[config.mk]
export PLATFORM = sky130hd
export DESIGN_NAME = mem_bus_arbiter_flat
export DESIGN_NICKNAME = d
export VERILOG_FILES = /design/src/rtl/mem_bus_arbiter_if.sv /design/src/rtl/mem_bus_arbiter.sv /design/src/flat_wrapper.sv
export SDC_FILE = /design/constraint.sdc
export NUM_CORES = 1
export LEC_CHECK = 0
export ABC_AREA = 1
export CORE_AREA = 2 2 122 124
export DETAILED_ROUTE_END_ITERATION = 8
export DIE_AREA = 0 0 124 126
export PLACE_DENSITY = 0.74
export SYNTH_ARGS = -nofsm -noshare
export SYNTH_HDL_FRONTEND = slang
export SYNTH_SLANG_ARGS = --single-unit
[constraint.sdc]
create_clock -name clk -period 2.6 [get_ports clk]
set_input_delay 0.26 -clock clk [delete_from_list [all_inputs] [get_ports clk]]
set_output_delay 0.26 -clock clk [all_outputs]
set_load 0.01 [all_outputs]
[src/rtl/mem_bus_arbiter_if.sv]
// Request/response bundle for one port of the data-RAM arbiter.
// master: requester view; slave: arbiter view of a requester; mem: arbiter view of the RAM.
interface mem_bus_arbiter_if #(
  parameter int ADDR_W = 32,
  parameter int DATA_W = 32
);
  logic                req;
  logic                we;
  logic [ADDR_W-1:0]   addr;
  logic [DATA_W-1:0]   wdata;
  logic [DATA_W/8-1:0] be;
  logic                gnt;
  logic                rvalid;
  logic [DATA_W-1:0]   rdata;

  modport master (output req, we, addr, wdata, be, input gnt, rvalid, rdata);
  modport slave  (input req, we, addr, wdata, be, output gnt, rvalid, rdata);
  modport mem    (output req, we, addr, wdata, be, input rdata);
endinterface

[src/rtl/mem_bus_arbiter.sv]
// Two-master / one-slave arbiter for the single-port data RAM, round-robin with burst allowance.
// Define ARB_FIXED_PRIO_EN to make master 0 always win under contention.
module mem_bus_arbiter #(
  parameter int ADDR_W    = 32,
  parameter int DATA_W    = 32,
  parameter int BURST_MAX = 4
) (
  input  logic              clk,
  input  logic              rst,
  mem_bus_arbiter_if.slave  m0,
  mem_bus_arbiter_if.slave  m1,
  mem_bus_arbiter_if.mem    s
);

  // state  | meaning
  // IDLE   | nothing granted last cycle
  // GRANT0 | master 0 granted last cycle
  // GRANT1 | master 1 granted last cycle
  typedef enum logic [1:0] {IDLE = 2'd0, GRANT0 = 2'd1, GRANT1 = 2'd2} state_t;

  state_t              r_state;
  state_t              w_state_nxt;
  logic                r_last;
  logic                r_rd_vld;
  logic                r_rd_tag;
  logic [DATA_W-1:0]   r_m0_rdata;
  logic [DATA_W-1:0]   r_m1_rdata;
  logic                w_pick0;
  logic                w_pick1;
  logic                w_gnt0;
  logic                w_gnt1;
  logic                w_rv0;
  logic                w_rv1;

`ifdef ARB_FIXED_PRIO_EN
  always_comb begin
    w_pick0 = m0.req;
    w_pick1 = m1.req & ~m0.req;
  end

  logic w_unused_fixed;
  assign w_unused_fixed = ^{r_state, r_last};
`else
  localparam int              CNT_W   = $clog2(BURST_MAX + 1);
  localparam logic [CNT_W-1:0] CNT_MAX = CNT_W'(BURST_MAX);

  logic [CNT_W-1:0] r_cnt;
  logic [CNT_W-1:0] w_cnt_nxt;
  logic             w_burst_ok;

  assign w_burst_ok = (r_cnt < CNT_MAX);

  // r_last holds the index of the most recently granted master
  always_comb begin
    w_pick0 = 1'b0;
    w_pick1 = 1'b0;
    if (m0.req && m1.req) begin
      case (r_state)
        GRANT0: begin
          w_pick0 = w_burst_ok;
          w_pick1 = ~w_burst_ok;
        end
        GRANT1: begin
          w_pick1 = w_burst_ok;
          w_pick0 = ~w_burst_ok;
        end
        default: begin
          w_pick0 = r_last;
          w_pick1 = ~r_last;
        end
      endcase
    end else begin
      w_pick0 = m0.req;
      w_pick1 = m1.req;
    end
  end

  always_comb begin
    w_cnt_nxt = '0;
    if ((w_gnt0 && r_state == GRANT0) || (w_gnt1 && r_state == GRANT1)) begin
      w_cnt_nxt = (r_cnt == CNT_MAX) ? r_cnt : r_cnt + CNT_W'(1);
    end else if (w_gnt0 || w_gnt1) begin
      w_cnt_nxt = CNT_W'(1);
    end
  end

  always_ff @(posedge clk or negedge rst) begin
    if (!rst) r_cnt <= '0;
    else      r_cnt <= w_cnt_nxt;
  end
`endif

  // grants are gated by reset so nothing reaches the RAM while it is asserted
  assign w_gnt0 = rst & w_pick0;
  assign w_gnt1 = rst & w_pick1;
  assign m0.gnt = w_gnt0;
  assign m1.gnt = w_gnt1;

  always_comb begin
    w_state_nxt = IDLE;
    if (w_gnt0)      w_state_nxt = GRANT0;
    else if (w_gnt1) w_state_nxt = GRANT1;
  end

  always_comb begin
    s.req   = w_gnt0 | w_gnt1;
    s.we    = 1'b0;
    s.addr  = '0;
    s.wdata = '0;
    s.be    = '0;
    if (w_gnt0) begin
      s.we    = m0.we;
      s.addr  = m0.addr;
      s.wdata = m0.wdata;
      s.be    = m0.be;
    end else if (w_gnt1) begin
      s.we    = m1.we;
      s.addr  = m1.addr;
      s.wdata = m1.wdata;
      s.be    = m1.be;
    end
  end

  assign w_rv0     = r_rd_vld & ~r_rd_tag;
  assign w_rv1     = r_rd_vld &  r_rd_tag;
  assign m0.rvalid = w_rv0;
  assign m1.rvalid = w_rv1;
  assign m0.rdata  = w_rv0 ? s.rdata : r_m0_rdata;
  assign m1.rdata  = w_rv1 ? s.rdata : r_m1_rdata;

  always_ff @(posedge clk or negedge rst) begin
    if (!rst) begin
      r_state    <= IDLE;
      r_last     <= 1'b1;
      r_rd_vld   <= 1'b0;
      r_rd_tag   <= 1'b0;
      r_m0_rdata <= '0;
      r_m1_rdata <= '0;
    end else begin
      r_state  <= w_state_nxt;
      if (w_gnt0)      r_last <= 1'b0;
      else if (w_gnt1) r_last <= 1'b1;
      r_rd_vld <= (w_gnt0 & ~m0.we) | (w_gnt1 & ~m1.we);
      r_rd_tag <= w_gnt1;
      if (w_rv0) r_m0_rdata <= s.rdata;
      if (w_rv1) r_m1_rdata <= s.rdata;
    end
  end

endmodule

[src/flat_wrapper.sv]
// flat-port wrapper written by rule: the top's interface ports become plain ports
module mem_bus_arbiter_flat 
#(
  parameter int ADDR_W    = 32,
  parameter int DATA_W    = 32,
  parameter int BURST_MAX = 4
)
  (clk, rst, m0_req, m0_we, m0_addr, m0_wdata, m0_be, m0_gnt, m0_rvalid, m0_rdata, m1_req, m1_we, m1_addr, m1_wdata, m1_be, m1_gnt, m1_rvalid, m1_rdata, s_req, s_we, s_addr, s_wdata, s_be, s_rdata);
  mem_bus_arbiter_if #(.ADDR_W(ADDR_W), .DATA_W(DATA_W)) m0_i ();
  mem_bus_arbiter_if #(.ADDR_W(ADDR_W), .DATA_W(DATA_W)) m1_i ();
  mem_bus_arbiter_if #(.ADDR_W(ADDR_W), .DATA_W(DATA_W)) s_i ();
  input  logic clk;
  input  logic rst;
  input wire logic [$bits(m0_i.req)-1:0] m0_req;
  input wire logic [$bits(m0_i.we)-1:0] m0_we;
  input wire logic [$bits(m0_i.addr)-1:0] m0_addr;
  input wire logic [$bits(m0_i.wdata)-1:0] m0_wdata;
  input wire logic [$bits(m0_i.be)-1:0] m0_be;
  output wire logic [$bits(m0_i.gnt)-1:0] m0_gnt;
  output wire logic [$bits(m0_i.rvalid)-1:0] m0_rvalid;
  output wire logic [$bits(m0_i.rdata)-1:0] m0_rdata;
  input wire logic [$bits(m1_i.req)-1:0] m1_req;
  input wire logic [$bits(m1_i.we)-1:0] m1_we;
  input wire logic [$bits(m1_i.addr)-1:0] m1_addr;
  input wire logic [$bits(m1_i.wdata)-1:0] m1_wdata;
  input wire logic [$bits(m1_i.be)-1:0] m1_be;
  output wire logic [$bits(m1_i.gnt)-1:0] m1_gnt;
  output wire logic [$bits(m1_i.rvalid)-1:0] m1_rvalid;
  output wire logic [$bits(m1_i.rdata)-1:0] m1_rdata;
  output wire logic [$bits(s_i.req)-1:0] s_req;
  output wire logic [$bits(s_i.we)-1:0] s_we;
  output wire logic [$bits(s_i.addr)-1:0] s_addr;
  output wire logic [$bits(s_i.wdata)-1:0] s_wdata;
  output wire logic [$bits(s_i.be)-1:0] s_be;
  input wire logic [$bits(s_i.rdata)-1:0] s_rdata;
  assign m0_i.req = m0_req;
  assign m0_i.we = m0_we;
  assign m0_i.addr = m0_addr;
  assign m0_i.wdata = m0_wdata;
  assign m0_i.be = m0_be;
  assign m0_gnt = m0_i.gnt;
  assign m0_rvalid = m0_i.rvalid;
  assign m0_rdata = m0_i.rdata;
  assign m1_i.req = m1_req;
  assign m1_i.we = m1_we;
  assign m1_i.addr = m1_addr;
  assign m1_i.wdata = m1_wdata;
  assign m1_i.be = m1_be;
  assign m1_gnt = m1_i.gnt;
  assign m1_rvalid = m1_i.rvalid;
  assign m1_rdata = m1_i.rdata;
  assign s_req = s_i.req;
  assign s_we = s_i.we;
  assign s_addr = s_i.addr;
  assign s_wdata = s_i.wdata;
  assign s_be = s_i.be;
  assign s_i.rdata = s_rdata;
  mem_bus_arbiter #(.ADDR_W(ADDR_W), .DATA_W(DATA_W), .BURST_MAX(BURST_MAX)) u_core (.clk(clk), .rst(rst), .m0(m0_i), .m1(m1_i), .s(s_i));
endmodule
==> results of run 1 <==
-- cell families after synthesis --
group	share of synthesized area
simple gates	0.313
flops	0.490
fa+ha+maj	0.0136
compound gates	0.0949
buf+inv	0.0857
xor+xnor	0.00238
-- worst register-to-register path: cells and delay by family (launching register included) --
family / cells / cell delay, ps
fa+ha+maj: 1 / 270
simple gates: 5 / 520
buf+inv: 5 / 540
flops: 1 / 420
-- repair_timing --
action | CTS | global route
setup endpoints to repair | 70 | 59
gates resized for setup | 133 | 165
endpoints found under the hold margin | 18 | 0
pin swaps | 1 | 13
cloned | 4 | 4
hold buffers | 1 | 0
buffers inserted | 3 | 7
-- how the worst max path moves through the flow --
stage                              to              start  cells past startpoint  slack, ps
after floorplan           s_wdata[15]  u_core.r_state[0]                     13        780
after global placement     s_addr[31]  u_core.r_state[0]                     11         70
after detailed placement   s_addr[31]  u_core.r_state[0]                     11         30
after CTS                 s_wdata[23]  u_core.r_state[1]                     11       -160
after global routing       s_wdata[0]  u_core.r_state[1]                     15       -120
final                       s_addr[8]  u_core.r_state[1]                     15         -6
-- cell type report --
type | count | area [sq um] | share of cell area
tap | 184 | 230 | 0.0295
multi-input combinational | 375 | 1780 | 0.227
clock inverter | 5 | 78.8 | 0.0101
clock buffer | 11 | 253 | 0.0323
timing repair buffer | 338 | 3480 | 0.445
inverter | 50 | 193 | 0.0247
sequential | 72 | 1800 | 0.231
-- through the flow --
step	hold WS [ps]	cell area, sq um	std cells
3_3_place_gp	267	7010	1000
2_1_floorplan	-35.6	3680	524
5_1_grt	433	7810	1035
3_5_place_dp	264	7010	1000
4_1_cts	408	7530	1024
6_report	424	7810	1035
-- per-layer routing --
metal | share of wire | global-route usage | vias up
met3 | 0.095 | 0.0756 | 50
met2 | 0.50 | 0.349 | 208
met5 | 0.00066 | 0 | -
li1 | - | - | 2239
met4 | 0.047 | 0.0912 | 2
met1 | 0.36 | 0.206 | 2004
-- flip-flops by register name, summed over array words and instances, names as in the netlist --
register / count
u_core.r_cnt: 3
u_core.r_last: 1
u_core.r_m0_rdata: 32
u_core.r_m1_rdata: 32
u_core.r_rd_tag: 1
u_core.r_rd_vld: 1
u_core.r_state: 2
-- cells in the final DEF, fill, tap and decap left out, drive strengths merged, types with 2 or more instances in the layout --
| cell type | n |
|---|---|
| a21oi | 2 |
| buf | 62 |
| bufinv | 2 |
| clkbuf | 18 |
| clkdlybuf4s50 | 239 |
| clkinv | 3 |
| dfrtp | 71 |
| dlygate4sd2 | 16 |
| dlymetal6s2s | 12 |
| ha | 4 |
| inv | 50 |
| nand2 | 292 |
| nand3 | 5 |
| nor2 | 4 |
| o21ai | 65 |
-- power by group through the flow --
stage | registers [W] | logic (W) | clock network [W]
global route | 0.00162 | 0.00243 | 0.00143
global placement | 0.00158 | 0.00212 | 0
floorplan | 0.00158 | 0.000785 | 0
CTS | 0.00158 | 0.00217 | 0.00136
detailed placement | 0.00160 | 0.00214 | 0
finish | 0.00158 | 0.00224 | 0.00134
==> impl_metrics.ini, run 1 <==
[status]
status = finished, violations left
violations = negative setup slack

[sta]
setup_violations = 4
finalMaxSlewViolations = 0
maxSlewHeadroom = 0.554
skew_ps = 4.31
setup_slack_ps = -5.85
fin_crit_sh = 1.00
hold_violations = 0
worst_pin_slew_ps = 668
fin_crit_ps = 2610
fmaxAchievable_mhz = 384
tns_ps = -19.4
rsz0062_at_grt = yes

[synthesis]
synth-seq-cells = 72
ys_seq_area_frac = 0.490
synth_top_area_share = 0.483
syn_area_sq_um = 3680
synth-async-reset-ratio = 1.00
syn_area_per_cell_sq_um = 7.02
yosys_warnings = 0
yosysUniqueCellTypes = 20
yosysMostFrequentCell = nand2_1
synth_area_leaders = dfrtp_1 48%, nand2_1 30%, o21ai_0 8.8%, inv_1 4.8%, clkbuf_1 1.8%
syn_inst = 524
synth_top_area_cell = dfrtp_1
yosys_most_used_dff = dfrtp_1
synth_edf_count = 0
synth_nets = 702
synth.top_cells.by_count = 290 x nand2_1, 71 x dfrtp_1, 65 x o21ai_0, 47 x inv_1, 18 x clkbuf_1

[placed_design]
place_congestion = 0.900
hpwlAfterDp_microns = 12500
place_ws_ps = 32.4
io_buffers = 311

[floorplan]
coreArea_sq_um = 14300
row_count = 44
design.die.area_sq_um = 15600
num_io_pins = 312
initial_core_util = 0.257
die_h_microns = 126
die_x_microns = 124

[worst_setup_path]
worst-path-buf-inv = 7
cp_top_family = buffers and inverters
cp_common_cell = nand2_2
crit_chain = ha_4 -> inv_2 -> nand3_2 -> nand2_2 -> nand2_2 -> nand2_4 -> inv_6 -> nor2_4 -> buf_12 -> buf_12 -> buf_16 -> buf_6 -> nand2_4 -> nand2_2 -> buf_6
cp-end-kind = output pin
critical-path-slowest-cell = dfrtp_1
r2r_start = u_core.r_state[1]
reg2reg_slack_ps = 790
cp_max_fo = 7
cp_data_arrival_time_ps = 2350
r2r_end = u_core.r_state[1]
cp-start-kind = register
required_ps = 2340
slowest_delay_ps = 420
reg2reg_depth = 11
worstSetupPathType = register to output pin

[cts]
cts_buffers = 9
cts_max_path_buffers = 2
clk_pin_slew_ps = 50
clk_latency_ps = 330
cts_tree = done
root_buffer = clkbuf_16
clock-sinks = 72
h-tree-depth = 3

[global_route]
grt_pass1_vias = 4214
grt-ovfl-total = 0
grt_antenna_before_repair = 1
grt_start_max_net_pins = 72
grt_use_total = 0.198
grt_pass1_wl_microns = 23000

[routing]
wl_microns = 16700
initialDrtViolationCount = 176
wire_per_inst_microns = 16.2
vias_per_cell = 4.35
ant_nets = 0
first_pass_iters = 4
num_vias = 4503
drc = 0

[power]
power.density_nw_per_um2 = 660
p_leak_nw = 4.11
clkPwrFrac = 0.259
sequentialPowerShare = 0.307
switching_share = 0.301
ir_worst_vdd_uv = 284
combPwrFrac = 0.434
power.switching_w = 0.00155
total_power_w = 0.00515
internal_power_w = 0.00360

[hold_path]
min_to = u_core.r_rd_vld
worstHoldStart = rst
min_path_cells = 5
min_path_type = primary input to register

[cells_and_area]
post-route-util = 0.546
antenna_cells = 0
fill_cells = 1342
layout-drive-gt1-share = 0.175
area_growth_pct = 112
nets = 1024

[job]
cap_violations = 0
No activity file was read; power rests on OpenSTA's default activity.
==> run 2: changes to the inputs <==
--- a/config.mk
+++ b/config.mk
@@ -13,3 +13,4 @@
 export SYNTH_ARGS = -nofsm -noshare
 export SYNTH_HDL_FRONTEND = slang
 export SYNTH_SLANG_ARGS = --single-unit
+export TNS_END_PERCENT = 20
==> run 2 against run 1 <==
  * The run still ends with negative setup slack left
  * Global-route usage is 0.23 points lower
  * Setup slack got worse by 52 ps
  * Die area stayed put
  * Largest power group unchanged
  * Sequential share of layout area grew 1.1 points
  * Maximum frequency down 2.0%
  * Critical endpoint is now s_wdata[20]
  * Combinational power is 4% lower
  * Sequential cell count stayed put
  * Worst hold slack improved by 10 ps
  * Clock skew about the same
  * Critical path depth fell by 2
  * Sequential power about the same
  * Highest routed layer is now met4
  * Clock-buffer cell count did not move
==> impl_metrics.ini, run 2 (synthesis gave the netlist of run 1 again) <==
[floorplan]
coreArea_sq_um = 14300
design.die.area_sq_um = 15600
row_count = 44
die_x_microns = 124
initial_core_util = 0.257
num_io_pins = 312
die_h_microns = 126

[routing]
num_vias = 4389
first_pass_iters = 5
drc = 0
ant_nets = 0
wire_per_inst_microns = 15.7
initialDrtViolationCount = 170
vias_per_cell = 4.29
wl_microns = 16000

[worst_setup_path]
reg2reg_slack_ps = 870
worstSetupPathType = register to output pin
cp-end-kind = output pin
reg2reg_depth = 12
required_ps = 2340
r2r_end = u_core.r_state[1]
cp_data_arrival_time_ps = 2400
cp_max_fo = 15
r2r_start = u_core.r_state[0]
crit_chain = inv_2 -> ha_4 -> inv_2 -> nand3_2 -> nand2_2 -> nand2_2 -> nand2_4 -> inv_6 -> nor2_4 -> buf_12 -> nand2_1 -> nand2_1 -> clkdlybuf4s50_1
cp-start-kind = register
critical-path-slowest-cell = clkdlybuf4s50_1
slowest_delay_ps = 520

[sta]
hold_ws_ps = 434
skew_ps = 3.90
fin_crit_sh = 1.02
fin_crit_ps = 2660
setup_violations = 1
finalMaxSlewViolations = 0
fmaxAchievable_mhz = 376
worst_pin_slew_ps = 661
maxSlewHeadroom = 0.559
hold_violations = 0
tns_ps = -57.8
rsz0062_at_grt = yes
setup_slack_ps = -57.8

[hold_path]
min_path_type = primary input to register
min_path_cells = 5
min_to = u_core.r_rd_vld
worstHoldStart = rst

[cells_and_area]
finalInstanceArea_sq_um = 7470
final_common_cell = nand2_1
largestRegisters = u_core.r_m0_rdata: 32 flops, u_core.r_m1_rdata: 32 flops, u_core.r_cnt: 3 flops
antenna_cells = 0
nets = 1012
layout-drive-gt1-share = 0.0918
final_cell_mix = 286 x nand2_1, 240 x clkdlybuf4s50_1, 71 x dfrtp_1
area_growth_pct = 103

[placed_design]
hpwlAfterDp_microns = 12500
io_buffers = 311
place_area_sq_um = 7010
place_congestion = 0.900

[job]
cap_violations = 0

[power]
switching_share = 0.298
p_leak_nw = 4.05
internal_power_w = 0.00355
power.switching_w = 0.00151
power.density_nw_per_um2 = 677
sequentialPowerShare = 0.313
clkPwrFrac = 0.264
combPwrFrac = 0.423
ir_worst_vdd_uv = 284

[global_route]
grt-ovfl-total = 0
grt_pass1_wl_microns = 22800
grt_antenna_before_repair = 0
grt_pass1_vias = 4184
grt_start_max_net_pins = 72
grt_use_total = 0.196

[cts]
clk_pin_slew_ps = 60
clock-sinks = 72
h-tree-depth = 3
cts_buffers = 9
root_buffer = clkbuf_16
cts_tree = done
cts_max_path_buffers = 2
clk_latency_ps = 330

[status]
status = finished, violations left
violations = negative setup slack
run 2: area by class of cell:
cell class	instances	area (sq um)
sequential	72	1800
fill	1379	6840
clock inverter	5	78.8
timing repair buffer	326	3320
clock buffer	11	253
tap	184	230
multi-input combinational	375	1590
inverter	50	193
run 2: metrics by stage:
stage          power, W  utilization  setup WS [ps]  instances
2_1_floorplan   0.00236            -            783        524
3_3_place_gp    0.00370        0.489           69.0       1000
3_5_place_dp    0.00374        0.489           32.4       1000
4_1_cts         0.00512        0.523           -161       1022
5_1_grt         0.00537        0.522           -168       1023
6_report        0.00506        0.522          -57.8       1023
run 2: worst max path at each step:
stage	start	endpoint	slack [ps]
final	u_core.r_state[0]	s_wdata[20]	-60
after global routing	u_core.r_state[0]	s_wdata[20]	-170
after CTS	u_core.r_state[1]	s_wdata[23]	-160
after detailed placement	u_core.r_state[0]	s_addr[31]	30
after global placement	u_core.r_state[0]	s_addr[31]	70
after floorplan	u_core.r_state[0]	s_wdata[15]	780
run 2: repair_timing:
| action | 4_1_cts | 5_1_grt |
|---|---|---|
| setup endpoints to repair | 70 | 73 |
| hold buffers | 1 | 0 |
| gates cloned | 3 | 1 |
| pin swaps | 1 | 1 |
| endpoints found under the hold margin | 18 | 0 |
| resized for setup | 97 | 86 |
| buffers inserted | 2 | 0 |
run 2: metal layers:
metal | up-vias | wire [microns] | track usage
met5 | - | 0 | 0
li1 | 2213 | - | -
met1 | 1927 | 5700 | 0.204
met4 | 0 | 599 | 0.0872
met2 | 211 | 8040 | 0.346
met3 | 38 | 1680 | 0.0752
run 2: critical path, delay by kind of cell (launching register included):
kind | cells | cell delay (ps)
flops | 1 | 400
buf+inv | 5 | 880
fa+ha+maj | 1 | 220
simple gates | 7 | 560
run 2: power by group through the flow:
stage / Clock [W] / Sequential, W / Combinational (W)
finish: 0.00134 / 0.00158 / 0.00214
global route: 0.00142 / 0.00162 / 0.00233
CTS: 0.00136 / 0.00158 / 0.00217
detailed placement: 0 / 0.00160 / 0.00214
global placement: 0 / 0.00158 / 0.00212
floorplan: 0 / 0.00158 / 0.000785
==> run 3: changes to the inputs <==
--- a/config.mk
+++ b/config.mk
@@ -6,10 +6,10 @@
 export NUM_CORES = 1
 export LEC_CHECK = 0
 export ABC_AREA = 1
-export CORE_AREA = 2 2 122 124
+export CORE_AREA = 2 2 121 123
 export DETAILED_ROUTE_END_ITERATION = 8
-export DIE_AREA = 0 0 124 126
-export PLACE_DENSITY = 0.74
+export DIE_AREA = 0 0 123 125
+export PLACE_DENSITY = 0.75
 export SYNTH_ARGS = -nofsm -noshare
 export SYNTH_HDL_FRONTEND = slang
 export SYNTH_SLANG_ARGS = --single-unit
==> constraint.sdc (replaced) <==
create_clock -name clk -period 3 [get_ports clk]
set_input_delay 0.3 -clock clk [delete_from_list [all_inputs] [get_ports clk]]
set_output_delay 0.3 -clock clk [all_outputs]
set_load 0.01 [all_outputs]
==> run 3 against run 2 <==
  * The flow now finishes without violations
  * Sequential cell count did not move
  * Power is 18% lower
  * Cell count decreased by 0.29%
  * Non-clock buffer count down 1
  * Core utilization grew 0.48 points
  * Via count down 1.6%
  * Combinational power decreased by 14%
  * Sequential power decreased by 13%
  * Clock skew is 0.65 ps higher
  * Worst hold slack worse by 120 ps
  * Design area up 0.15%
  * Critical path type unchanged
  * Highest routed layer unchanged
==> impl_metrics.ini, run 3 (synthesis gave the netlist of run 1 again) <==
[placed_design]
hpwlAfterDp_microns = 11900
io_buffers = 311
dp.cells = 999
place_congestion = 0.869

[routing]
vias_per_cell = 4.23
ant_nets = 0
num_vias = 4318
initialDrtViolationCount = 228
wl_microns = 15600
drc = 0
first_pass_iters = 4
wire_per_inst_microns = 15.3

[cells_and_area]
layout-drive-gt1-share = 0.0431
post-route-util = 0.527
fill_cells = 1321
antenna_cells = 0
fin_cells = 1020
nets = 1011
final_cell_mix = 289 x nand2_1, 262 x clkdlybuf4s50_1, 71 x dfrtp_1
final_common_cell = nand2_1
area_growth_pct = 103
largestRegisters = u_core.r_m0_rdata: 32 flops, u_core.r_m1_rdata: 32 flops, u_core.r_cnt: 3 flops

[floorplan]
num_io_pins = 312
die_h_microns = 125
die_x_microns = 123
initial_core_util = 0.259
coreArea_sq_um = 14200
design.die.area_sq_um = 15400
row_count = 44

[cts]
cts_tree = done
root_buffer = clkbuf_16
cts_max_path_buffers = 2
h-tree-depth = 3
clk_pin_slew_ps = 50
cts_buffers = 9
clock-sinks = 72
clk_latency_ps = 330

[sta]
hold_ws_ps = 315
skew_ps = 4.55
fin_crit_ps = 2850
maxSlewHeadroom = 0.416
fin_crit_sh = 0.951
fmaxAchievable_mhz = 350
worst_pin_slew_ps = 875
finalMaxSlewViolations = 0
hold_violations = 0
setup_violations = 0
rsz0062_at_grt = yes

[worst_setup_path]
r2r_end = u_core.r_state[1]
cp-start-kind = register
cp_max_fo = 8
cp_common_cell = nand2_1
r2r_start = u_core.r_state[0]
worst-path-buf-inv = 6
crit_chain = inv_1 -> ha_1 -> inv_1 -> nand3_1 -> nand2_1 -> nand2_2 -> nand2_4 -> inv_4 -> nor2_4 -> buf_12 -> buf_6 -> nand2_1 -> nand2_1 -> clkdlybuf4s50_1
setup.worst_path.start = u_core.r_state[0]
reg2reg_depth = 11
path_depth = 14
reg2reg_slack_ps = 1340
cp_data_arrival_time_ps = 2550
cp_top_family = buffers and inverters
crit_end = s_addr[8]
critical-path-slowest-cell = clkdlybuf4s50_1
slowest_delay_ps = 530
cp-end-kind = output pin
required_ps = 2700
worstSetupPathType = register to output pin

[global_route]
grt-ovfl-total = 0
grt_use_total = 0.189
grt_start_max_net_pins = 72
grt_pass1_wl_microns = 22100
grt_antenna_before_repair = 0
grt_pass1_vias = 4132

[power]
total_power_w = 0.00416
power.density_nw_per_um2 = 556
p_leak_nw = 4.27
ir_worst_vdd_uv = 255

[hold_path]
min_path_type = primary input to async pin

[status]
status = finished, final reports clean

[job]
cap_violations = 0
## run 3: cell count changes in the layout (fill, tap and decap cells not counted), sizes merged
cell           change
dlymetal6s2s      +21
bufinv             -2
clkdlybuf4s15     -14
dlygate4sd2        -1
clkinvlp           +1
buf               -22
clkbuf             -8
clkdlybuf4s50     +22
## run 3: through the flow
| step | setup TNS, ps | setup slack, ps | area [sq um] |
|---|---|---|---|
| after floorplan | 0 | 1140 | 3680 |
| after global placement | 0 | 445 | 6970 |
| after detailed placement | 0 | 414 | 6970 |
| after CTS | 0 | 58.3 | 7240 |
| after global routing | -70.4 | -37.6 | 7480 |
| final | 0 | 146 | 7480 |
## run 3: worst min path at each step
stage | from | end | cells after the start
after floorplan | rst | u_core.r_cnt[0] | 0
after global placement | rst | u_core.r_state[1] | 1
after detailed placement | rst | u_core.r_state[1] | 1
after CTS | rst | u_core.r_state[1] | 2
after global routing | rst | u_core.r_state[1] | 2
final | rst | u_core.r_state[1] | 2
## run 3: layout make-up
class	instances	area [sq um]	area share
Clock buffer	10	239	0.0319
Clock inverter	4	22.5	0.00301
Inverter	50	190	0.0254
Multi-Input combinational cell	375	1560	0.209
Sequential cell	72	1800	0.241
Tap cell	184	230	0.0308
Timing Repair Buffer	325	3430	0.459
## run 3: layer usage
metal / up-vias / GRT usage / share of wire
met4: 0 / 0.0916 / 0.042
met1: 1882 / 0.203 / 0.37
met3: 39 / 0.0566 / 0.076
li1: 2206 / - / -
met5: - / 0 / 0
met2: 191 / 0.335 / 0.52
## run 3: power by group
group / switching [W] / leakage [nW] / total (W) / internal (W)
Combinational: 0.000823 / 3.26 / 0.00185 / 0.00103
Clock: 0.000371 / 0.130 / 0.000937 / 0.000567
Sequential: 0.0000847 / 0.878 / 0.00137 / 0.00129
## run 3: what timing repair did
| action | in CTS | in global routing |
|---|---|---|
| endpoints found under the hold margin | 1 | 0 |
| buffers inserted | 0 | 1 |
| hold buffers | 1 | 0 |
| gates resized for setup | 0 | 51 |
| setup endpoints to repair | 0 | 67 |
